## config.mk

```make
export PLATFORM = sky130hd
export DESIGN_NAME = alu_op_translator
export DESIGN_NICKNAME = d
export VERILOG_FILES = /design/src/rtl/alu_op_translator.sv
export SDC_FILE = /design/constraint.sdc
export NUM_CORES = 1
export LEC_CHECK = 0
export ABC_AREA = 1
export CAP_MARGIN = 40
export CORE_AREA = 2 2 80 82
export DETAILED_ROUTE_END_ITERATION = 6
export DIE_AREA = 0 0 82 84
export PLACE_DENSITY = 0.75
export SETUP_SLACK_MARGIN = 0.2
export SKIP_LAST_GASP = 1
export SLEW_MARGIN = 15
export SYNTH_ARGS = -nofsm -noshare
export SYNTH_HDL_FRONTEND = slang
export SYNTH_SLANG_ARGS = --single-unit
```

## constraint.sdc

```tcl
create_clock -name clock -period 1.5 [get_ports clock]
set_input_delay 0.3 -clock clock [delete_from_list [all_inputs] [get_ports clock]]
set_output_delay 0.3 -clock clock [all_outputs]
set_load 0.02 [all_outputs]
```

## src/rtl/alu_op_translator.sv

```systemverilog
`default_nettype none
// ============================================================================
// Module  : alu_op_translator
// Brief   : Opcode -> ALU opcode translation through a programmable per-class
//           remap table, buffered in a DEPTH-entry valid/ready FIFO.
// Revision: 1.0 - initial release
// ============================================================================
module alu_op_translator #(
  parameter int             OPW     = 8,
  parameter int             CLASS_W = 4,
  parameter int             DEPTH   = 2,
  parameter logic [OPW-1:0] ADDU_OP = 8'h06,
  parameter logic [OPW-1:0] NOP_OP  = 8'h00
) (
  input  logic                       clock,
  input  logic                       reset,
  input  logic                       in_valid,
  output logic                       in_ready,
  input  logic [OPW-1:0]             in_opcode,
  output logic                       out_valid,
  input  logic                       out_ready,
  output logic [OPW-1:0]             out_aluop,
  input  logic                       cfg_we,
  input  logic [CLASS_W-1:0]         cfg_class,
  input  logic [1:0]                 cfg_mode,
  input  logic                       err_clr,
  output logic                       err_illegal,
  output logic [$clog2(DEPTH+1)-1:0] count
);

  localparam int c_cw      = $clog2(DEPTH + 1);
  localparam int c_pw      = $clog2(DEPTH);
  localparam int c_entries = 2 ** CLASS_W;

  localparam logic [1:0] c_pass    = 2'b00;
  localparam logic [1:0] c_addu    = 2'b01;
  localparam logic [1:0] c_class   = 2'b10;
  localparam logic [1:0] c_illegal = 2'b11;

  localparam logic [c_cw-1:0] c_full  = c_cw'(DEPTH);
  localparam logic [c_cw-1:0] c_one_c = c_cw'(1);
  localparam logic [c_pw-1:0] c_one_p = c_pw'(1);

  function automatic logic [1:0] f_default(input int idx);
    if (idx == 0 || idx == 8 || idx == c_entries - 1) return c_pass;
    else if (idx == 4)                                 return c_addu;
    else                                               return c_class;
  endfunction

  logic [1:0]      r_table [c_entries];
  logic [OPW-1:0]  r_mem   [DEPTH];
  logic [c_pw-1:0] r_wptr;
  logic [c_pw-1:0] r_rptr;
  logic [c_cw-1:0] r_count;
  logic [OPW-1:0]  r_out;
  logic            r_err;

  logic [CLASS_W-1:0] w_class;
  logic [1:0]         w_mode;
  logic [OPW-1:0]     w_xlat;
  logic               w_push;
  logic               w_pop;
  logic [c_pw-1:0]    w_rptr_nxt;
  logic [c_cw-1:0]    w_old_left;

  assign w_class = in_opcode[OPW-1 -: CLASS_W];
  assign w_mode  = r_table[w_class];

  always_comb begin
    w_xlat = in_opcode;
    case (w_mode)
      c_pass:  w_xlat = in_opcode;
      c_addu:  w_xlat = ADDU_OP;
      c_class: w_xlat = {{(OPW-CLASS_W){1'b0}}, w_class};
      default: w_xlat = NOP_OP;
    endcase
  end

  assign in_ready    = (r_count < c_full);
  assign out_valid   = (r_count != '0);
  assign w_push      = in_valid & in_ready;
  assign w_pop       = out_valid & out_ready;
  assign w_rptr_nxt  = w_pop ? r_rptr + c_one_p : r_rptr;
  assign w_old_left  = w_pop ? r_count - c_one_c : r_count;
  assign out_aluop   = r_out;
  assign err_illegal = r_err;
  assign count       = r_count;

  // Table lookup for an accepted opcode uses the pre-write entry.
  always_ff @(posedge clock or negedge reset) begin
    if (!reset) begin
      for (int i = 0; i < c_entries; i++) r_table[i] <= f_default(i);
    end else if (cfg_we) begin
      r_table[cfg_class] <= cfg_mode;
    end
  end

  always_ff @(posedge clock) begin
    if (w_push) r_mem[r_wptr] <= w_xlat;
  end

  always_ff @(posedge clock or negedge reset) begin
    if (!reset) begin
      r_wptr  <= '0;
      r_rptr  <= '0;
      r_count <= '0;
      r_out   <= '0;
      r_err   <= 1'b0;
    end else begin
      if (w_push) r_wptr <= r_wptr + c_one_p;
      r_rptr <= w_rptr_nxt;
      case ({w_push, w_pop})
        2'b10:   r_count <= r_count + c_one_c;
        2'b01:   r_count <= r_count - c_one_c;
        default: r_count <= r_count;
      endcase
      // Head register: next older entry if any remain, else the new push, else hold.
      if (w_old_left != '0) r_out <= r_mem[w_rptr_nxt];
      else if (w_push)      r_out <= w_xlat;
      if (w_push && w_mode == c_illegal) r_err <= 1'b1;
      else if (err_clr)                  r_err <= 1'b0;
    end
  end

endmodule
`default_nettype wire
```

==> results.py, run 1 <==
metrics = {
    "status": {
        "status": "finished, violations left",
        "violations": "setup timing",
    },
    "global_routing": {
        "grt_max_degree": 30,
        "antenna_found_initial": 0,
        "grt_use_total_pct": 24.4,
        "grt_pass1_wl_um": 12600,
        "grt-ovfl-total": 0,
        "grt_pass1_vias": 2786,
    },
    "yosys": {
        "ys_warn_count": 0,
        "dominantRegCellSynth": "dfrtp_1",
        "synth-seq-area-share_pct": 53.8,
        "synth-seq-cells": 61,
        "synthArstFlopShare_pct": 73.8,
        "synth_edf_count": 16,
        "syn_area_sq_um": 3020,
        "synth_nets": 385,
        "synthCells": 363,
        "ys_types": 31,
        "syn_area_per_cell_sq_um": 8.31,
    },
    "clocking": {
        "clock-sinks": 61,
        "cts_buffer_depth": 2,
        "cts_tree": "built",
        "insertion_delay_ns": 0.35,
        "path_clk_slew_ns": 0.07,
        "root_buffer": "clkbuf_8",
        "ctsHtreeMaxLevel": 3,
        "numCtsBuffers": 9,
    },
    "timing": {
        "rsz0062_at_grt": "yes",
        "skew_ns": 0.00504,
        "finalHoldViolCount": 0,
        "setup_violations": 25,
        "max-slew-margin-rel_pct": 70.6,
        "setup_ws_ns": -0.153,
        "min_period_ns": 1.65,
        "clock.fmax_mhz": 605,
        "final-max-slew-violation-count": 0,
        "post-route-period-util_pct": 110,
        "worstMarginPinSlew_ns": 0.442,
    },
    "worst_hold_path": {
        "hold_path.class": "in2reg",
    },
    "route": {
        "drt-wirelength-per-cell_um": 14.8,
        "dr.pass1.iters": 4,
        "drc": 0,
        "ant_nets": 0,
        "num_vias": 2673,
        "drt_wl_total_um": 7810,
        "vias_per_cell": 5.06,
        "drt_iter0_drc": 169,
    },
    "cells_and_area": {
        "num_antenna_cells": 0,
        "syn_to_final_growth_pct": 44.9,
        "drive_above_1_share_pct": 38.6,
        "final_nets": 468,
        "fillCellCount": 452,
        "multi_input_area_sq_um": 1460,
        "ff_latch_area_sq_um": 1630,
    },
    "placed_design": {
        "hpwl_um": 5110,
        "place_ws_ns": -0.597,
        "port_buffers": 32,
        "gp_congestion": 0.863,
    },
    "worst_setup_path": {
        "crit_path_max_incr_delay_ns": 0.41,
        "critPathKind": "reg2reg",
        "worstPathArrival_ns": 1.89,
        "path_max_fanout": 8,
        "critPathSlowestCell": "dfrtp_2",
        "critPathTopFamily": "flip-flops",
        "cp_num_buf_inv": 3,
        "critPathRequiredTime_ns": 1.74,
        "crit_path_cell_trace": "inv_2, ha_4, inv_6, nand2_8, xnor2_4, buf_12, mux2i_4, a21oi_1, o21ai_1, nand2_1",
        "start_kind": "flop",
        "setup.worst_path.end_class": "flop",
    },
    "pwr": {
        "p_leak_nw": 2.02,
        "p_total_mw": 7.74,
        "peakVddDrop_uv": 1240,
        "power.density_nw_per_um2": 1770,
    },
    "job": {
        "maxCapViolCount": 0,
    },
    "die": {
        "pin_count": 33,
        "start_util_pct": 49.5,
        "rows": 29,
        "die_x_um": 82,
        "dieArea_sq_um": 6890,
        "core_sq_um": 6100,
        "die_h_um": 84,
    },
}
[cell usage in the layout (no fill, tap or decap), types with 3 or more instances in the layout]
cell | netlist | layout
inv_1 | 53 | 42
edfxtp_1 | 16 | 16
nor2_2 | 2 | 8
dfrtp_1 | 32 | 30
a21oi_1 | 5 | 3
nand2_2 | 1 | 13
buf_4 | 2 | 34
bufinv_16 | 0 | 3
nor2_4 | 1 | 8
clkbuf_8 | 0 | 9
buf_6 | 2 | 14
inv_2 | 5 | 10
o21ai_0 | 36 | 33
inv_6 | 0 | 3
clkdlybuf4s50_1 | 0 | 13
nand3_2 | 2 | 18
o211ai_1 | 3 | 3
inv_4 | 0 | 3
nand2_4 | 1 | 6
dfstp_2 | 13 | 13
o21ai_1 | 1 | 3
nand2_1 | 111 | 93
buf_2 | 3 | 12
nand3_1 | 39 | 21
mux2i_1 | 4 | 3
[routing by layer]
layer,wire length [um],global-route usage (%),share of wire [%],vias up
li1,-,-,-,1323
met1,3140,27.8,40,1263
met2,4230,43.2,54,69
met3,328,4.87,4.2,18
met4,114,10.6,1.5,0
met5,0,0,0,-
[area by class of cell]
class | instances | share of cell area, %
flip-flops and latches | 61 | 37.2
multi-input cells | 234 | 33.5
repair buffers | 82 | 16.4
inverters | 58 | 5.49
clock buffers | 11 | 3.00
clock inverters | 5 | 2.26
well taps | 77 | 2.20
[worst register-to-register path: stages (launching register included)]
cell and delay [ns]:
dfrtp_2 0.41, inv_2 0.08, ha_4 0.15, inv_6 0.04
nand2_8 0.10, xnor2_4 0.13, buf_12 0.15, mux2i_4 0.24
a21oi_1 0.10, o21ai_1 0.08, nand2_1 0.06
[cell families (layout without fill, tap and decap cells)]
family	Yosys count	in the layout	share of synthesized area, %
AND/OR/NAND/NOR	177	177	25.2
buffers and inverters	68	156	9.33
flip-flops	61	61	53.8
AO/OA/AOI/OAI	47	47	8.13
XOR/XNOR	4	4	1.41
multiplexers	4	4	1.33
adder cells (fa/ha/maj)	2	2	0.829
[synthesized netlist by cell type, types with 2 or more instances]
cell / instances / area [sq um]
xnor2_1: 2 / 17.5
o21ai_0: 36 / 180
inv_1: 53 / 199
a21oi_1: 5 / 25.0
dfrtp_1: 32 / 801
nor2_2: 2 / 12.5
buf_6: 2 / 22.5
edfxtp_1: 16 / 480
nor2_1: 15 / 56.3
mux2i_1: 4 / 40.0
dfstp_2: 13 / 342
buf_2: 3 / 15.0
nor3_1: 2 / 10.0
nand3_1: 39 / 195
o211ai_1: 3 / 22.5
nand2_1: 111 / 417
inv_2: 5 / 18.8
nand3b_1: 2 / 15.0
buf_4: 2 / 15.0
ha_1: 2 / 25.0
nand3_2: 2 / 20.0
clkbuf_1: 3 / 11.3
[state kept, by name, indices dropped and copies added, names as in the netlist]
name	flops
r_mem	16
r_wptr	1
count	2
out_aluop	8
r_rptr	1
err_illegal	1
r_table	32
[stage by stage]
step	setup TNS (ns)	utilization, %	instances	instance area (sq um)	hold slack (ns)
global placement	-15.03	61.1	497	3730	0.257
global route	-3.54	71.7	528	4370	0.433
CTS	-0.543	68.9	523	4200	0.415
finish	-1.47	71.7	528	4370	0.366
floorplan	-0.819	-	363	3120	0.00441
detailed placement	-16.80	61.1	497	3730	0.262
[path summary, 6_finish.rpt]
check | startpoint | end | slack (ns) | cells past startpoint
max in group asynchronous | reset | r_table[29] | 0.48 | 3
hold reg to reg | out_aluop[2] | out_aluop[2] | 0.47 | 2
setup / recovery | count[0] | out_aluop[3] | -0.15 | 10
setup reg to reg | count[0] | out_aluop[3] | -0.15 | 10
hold / removal | cfg_class[2] | r_table[9] | 0.37 | 4
min in group asynchronous | reset | out_aluop[4] | 0.44 | 2
[power breakdown]
group	internal [mW]	switching, mW	total, mW
clock	1.10	0.633	1.73
sequential	2.26	0.240	2.50
combinational	1.64	1.87	3.51
total	4.99	2.74	7.74
[timing repair]
| item | CTS | global route |
|---|---|---|
| hold buffers | 1 | 0 |
| resized for setup | 110 | 45 |
| pin swaps | 24 | 26 |
| cloned | 2 | 0 |
| endpoints found under the hold margin | 13 | 0 |
| setup buffers | 7 | 5 |
| setup endpoints to repair | 57 | 75 |
(Power assumes the default switching activity.)
==> inputs of run 2 (changes only) <==
--- a/config.mk
+++ b/config.mk
@@ -5,12 +5,11 @@
 export SDC_FILE = /design/constraint.sdc
 export NUM_CORES = 1
 export LEC_CHECK = 0
-export ABC_AREA = 1
 export CAP_MARGIN = 40
-export CORE_AREA = 2 2 80 82
+export CORE_AREA = 2 2 81 83
 export DETAILED_ROUTE_END_ITERATION = 6
-export DIE_AREA = 0 0 82 84
-export PLACE_DENSITY = 0.75
+export DIE_AREA = 0 0 83 85
+export PLACE_DENSITY = 0.73
 export SETUP_SLACK_MARGIN = 0.2
 export SKIP_LAST_GASP = 1
 export SLEW_MARGIN = 15
==> results.py, run 2 <==
metrics = {
    "status": {
        "status": "finished, violations left",
        "violations": "setup timing",
    },
    "worst_setup_path": {
        "start_kind": "flop",
        "r2r_start": "r_table[6]",
        "cp_num_cells": 7,
        "critPathTopFamily": "multiplexers",
        "critPathRequiredTime_ns": 1.77,
        "r2r_end": "out_aluop[7]",
        "r2r_setup_slack_ns": -0.47,
        "setup.worst_path.end_class": "flop",
        "critPathSlowestCell": "mux4_2",
        "crit_path_cell_trace": "mux4_2, mux2_4, buf_6, buf_6, nand2b_4, o311a_1, a21oi_2",
        "crit_path_max_incr_delay_ns": 0.46,
        "critPathKind": "reg2reg",
        "worstPathArrival_ns": 2.24,
        "cp_num_buf_inv": 2,
        "crit_end": "out_aluop[7]",
        "crit_top_cell": "buf_6",
        "r2r_cells": 7,
        "startpoint": "r_table[6]",
        "path_max_fanout": 2,
    },
    "pwr": {
        "switching_share_pct": 32.5,
        "clkPwrFrac_pct": 20.7,
        "p_comb_share_pct": 46.0,
        "internal-power_mw": 5.22,
        "power.density_nw_per_um2": 1800,
        "p_sw_mw": 2.51,
        "p_total_mw": 7.74,
        "p_leak_nw": 1.78,
        "peakVddDrop_uv": 1350,
        "seqPwrFrac_pct": 33.3,
    },
    "die": {
        "die_h_um": 85,
        "die_x_um": 83,
        "dieArea_sq_um": 7060,
        "rows": 29,
        "pin_count": 33,
        "core_sq_um": 6200,
        "start_util_pct": 47.9,
    },
    "cells_and_area": {
        "max_flop_register": "r_table",
        "largest_reg_flops": 32,
        "fillCellCount": 435,
        "syn_to_final_growth_pct": 44.3,
        "final_area_sq_um": 4290,
        "drive_above_1_share_pct": 60.3,
        "layout_commonest_cell": "buf_4",
        "final_cell_mix": "buf_4, mux2_2, dfrtp_1",
        "final_nets": 334,
        "num_antenna_cells": 0,
    },
    "yosys": {
        "synthCells": 221,
        "dominantRegCellSynth": "dfrtp_1",
        "syn_area_sq_um": 2970,
        "ys_types": 40,
        "synth_top_cell_area_share_pct": 26.9,
        "synth-seq-area-share_pct": 54.6,
        "synth.most_common_cell": "mux2_2",
        "syn_area_per_cell_sq_um": 13.4,
        "yosys.area.top_type": "dfrtp_1",
        "synth_edf_count": 16,
        "synth_area_leaders": "dfrtp_1, edfxtp_1, mux2_2",
        "synthArstFlopShare_pct": 73.8,
        "ys_warn_count": 0,
        "synth_nets": 243,
        "synth-seq-cells": 61,
        "synth_common_cells": "mux2_2, dfrtp_1, edfxtp_1, nor2_1, dfstp_2",
    },
    "job": {
        "maxCapViolCount": 0,
    },
    "timing": {
        "fin_tns_setup_ns": -12.17,
        "worstMarginPinSlew_ns": 0.372,
        "clock.fmax_mhz": 508,
        "rsz0062_at_grt": "yes",
        "post-route-period-util_pct": 131,
        "setup_ws_ns": -0.468,
        "finalHoldViolCount": 0,
        "skew_ns": 0.0103,
        "setup_violations": 42,
        "min_period_ns": 1.97,
        "final-max-slew-violation-count": 0,
        "holdWs_ns": 0.459,
        "max-slew-margin-rel_pct": 74.7,
    },
    "global_routing": {
        "grt_max_degree": 46,
        "grt_use_total_pct": 20.0,
        "grt-ovfl-total": 0,
        "antenna_found_initial": 0,
        "grt_pass1_wl_um": 11000,
        "grt_pass1_vias": 2160,
    },
    "route": {
        "dr.pass1.iters": 4,
        "drt-wirelength-per-cell_um": 17.1,
        "drt_wl_total_um": 6720,
        "drc": 0,
        "vias_per_cell": 5.38,
        "ant_nets": 0,
        "num_vias": 2118,
        "drt_iter0_drc": 92,
    },
    "placed_design": {
        "hpwl_um": 4490,
        "port_buffers": 32,
        "post_dp_cell_area_sq_um": 3730,
        "gp_congestion": 0.826,
        "place_ws_ns": -1.15,
    },
    "clocking": {
        "cts_buffer_depth": 2,
        "path_clk_slew_ns": 0.07,
        "root_buffer": "clkbuf_8",
        "insertion_delay_ns": 0.34,
        "clock-sinks": 61,
        "cts_tree": "built",
        "numCtsBuffers": 9,
        "ctsHtreeMaxLevel": 3,
    },
    "worst_hold_path": {
        "hold_path.class": "in2async",
    },
}
-- run 2: cell count changes after synthesis, sizes merged, moves of 3 or more --
cell and delta:
nand2 -105, inv -50, mux2 +39, nand3 -33
o21ai -27, mux4 +8, mux2i +5, or3 +5
buf -4, a31o +3, and2 +3, nand2b +3
nor2b +3, o211ai -3
-- run 2: timing repair --
item                                    in CTS  in global routing
hold buffers                                 1                  0
buffers inserted                             7                 10
endpoints found under the setup margin      86                 52
endpoints found under the hold margin       32                  0
resized for setup                           94                 33
pin swaps                                   18                 11
-- run 2: tightest hold or removal path, stage by stage --
cell	delay [ns]
dlygate4sd3_1	0.52
buf_2	0.12
buf_12	0.24
-- run 2: how the worst min path moves through the flow --
stage | end | slack [ns]
finish | r_table[6] | 0.46
global route | r_table[6] | 0.48
CTS | r_table[6] | 0.46
detailed placement | r_table[6] | 0.30
global placement | r_table[6] | 0.30
floorplan | count[0] | 0.004
-- run 2: through the flow --
stage | instances | utilization (%)
finish | 394 | 69.1
global route | 394 | 69.1
CTS | 384 | 66.9
detailed placement | 360 | 60.1
global placement | 360 | 60.1
floorplan | 221 | -
-- run 2: power by group through the flow --
stage / Combinational, mW / Clock [mW] / Sequential (mW)
finish: 3.56 / 1.60 / 2.57
global route: 3.82 / 1.71 / 2.63
CTS: 3.21 / 1.63 / 2.58
detailed placement: 3.02 / 0 / 2.61
global placement: 2.95 / 0 / 2.59
floorplan: 1.69 / 0 / 2.73
-- run 2: layout make-up --
class	count	area [sq um]	share of cell area [%]
Clock buffer	11	141	3.30
Clock inverter	5	73.8	1.72
Inverter	8	37.5	0.875
Multi-Input combinational cell	144	1520	35.4
Sequential cell	61	1630	37.9
Tap cell	77	96.3	2.25
Timing Repair Buffer	88	797	18.6
-- run 2: cell families (layout without fill, tap and decap cells) --
| group | count (synthesis) | after routing | synth area share, % |
|---|---|---|---|
| multiplexers | 56 | 56 | 24.8 |
| AO/OA/AOI/OAI | 25 | 25 | 5.22 |
| buffers and inverters | 16 | 112 | 2.99 |
| adder cells (fa/ha/maj) | 2 | 2 | 0.842 |
| XOR/XNOR | 4 | 4 | 1.18 |
| AND/OR/NAND/NOR | 57 | 57 | 10.4 |
| flip-flops | 61 | 61 | 54.6 |
-- run 2: per-layer routing --
layer	wire length [um]	vias to the layer above	GRT usage (%)
met4	78	0	8.79
li1	-	1001	-
met5	0	-	0
met1	2910	1058	26.0
met2	3450	50	32.6
met3	283	9	4.18
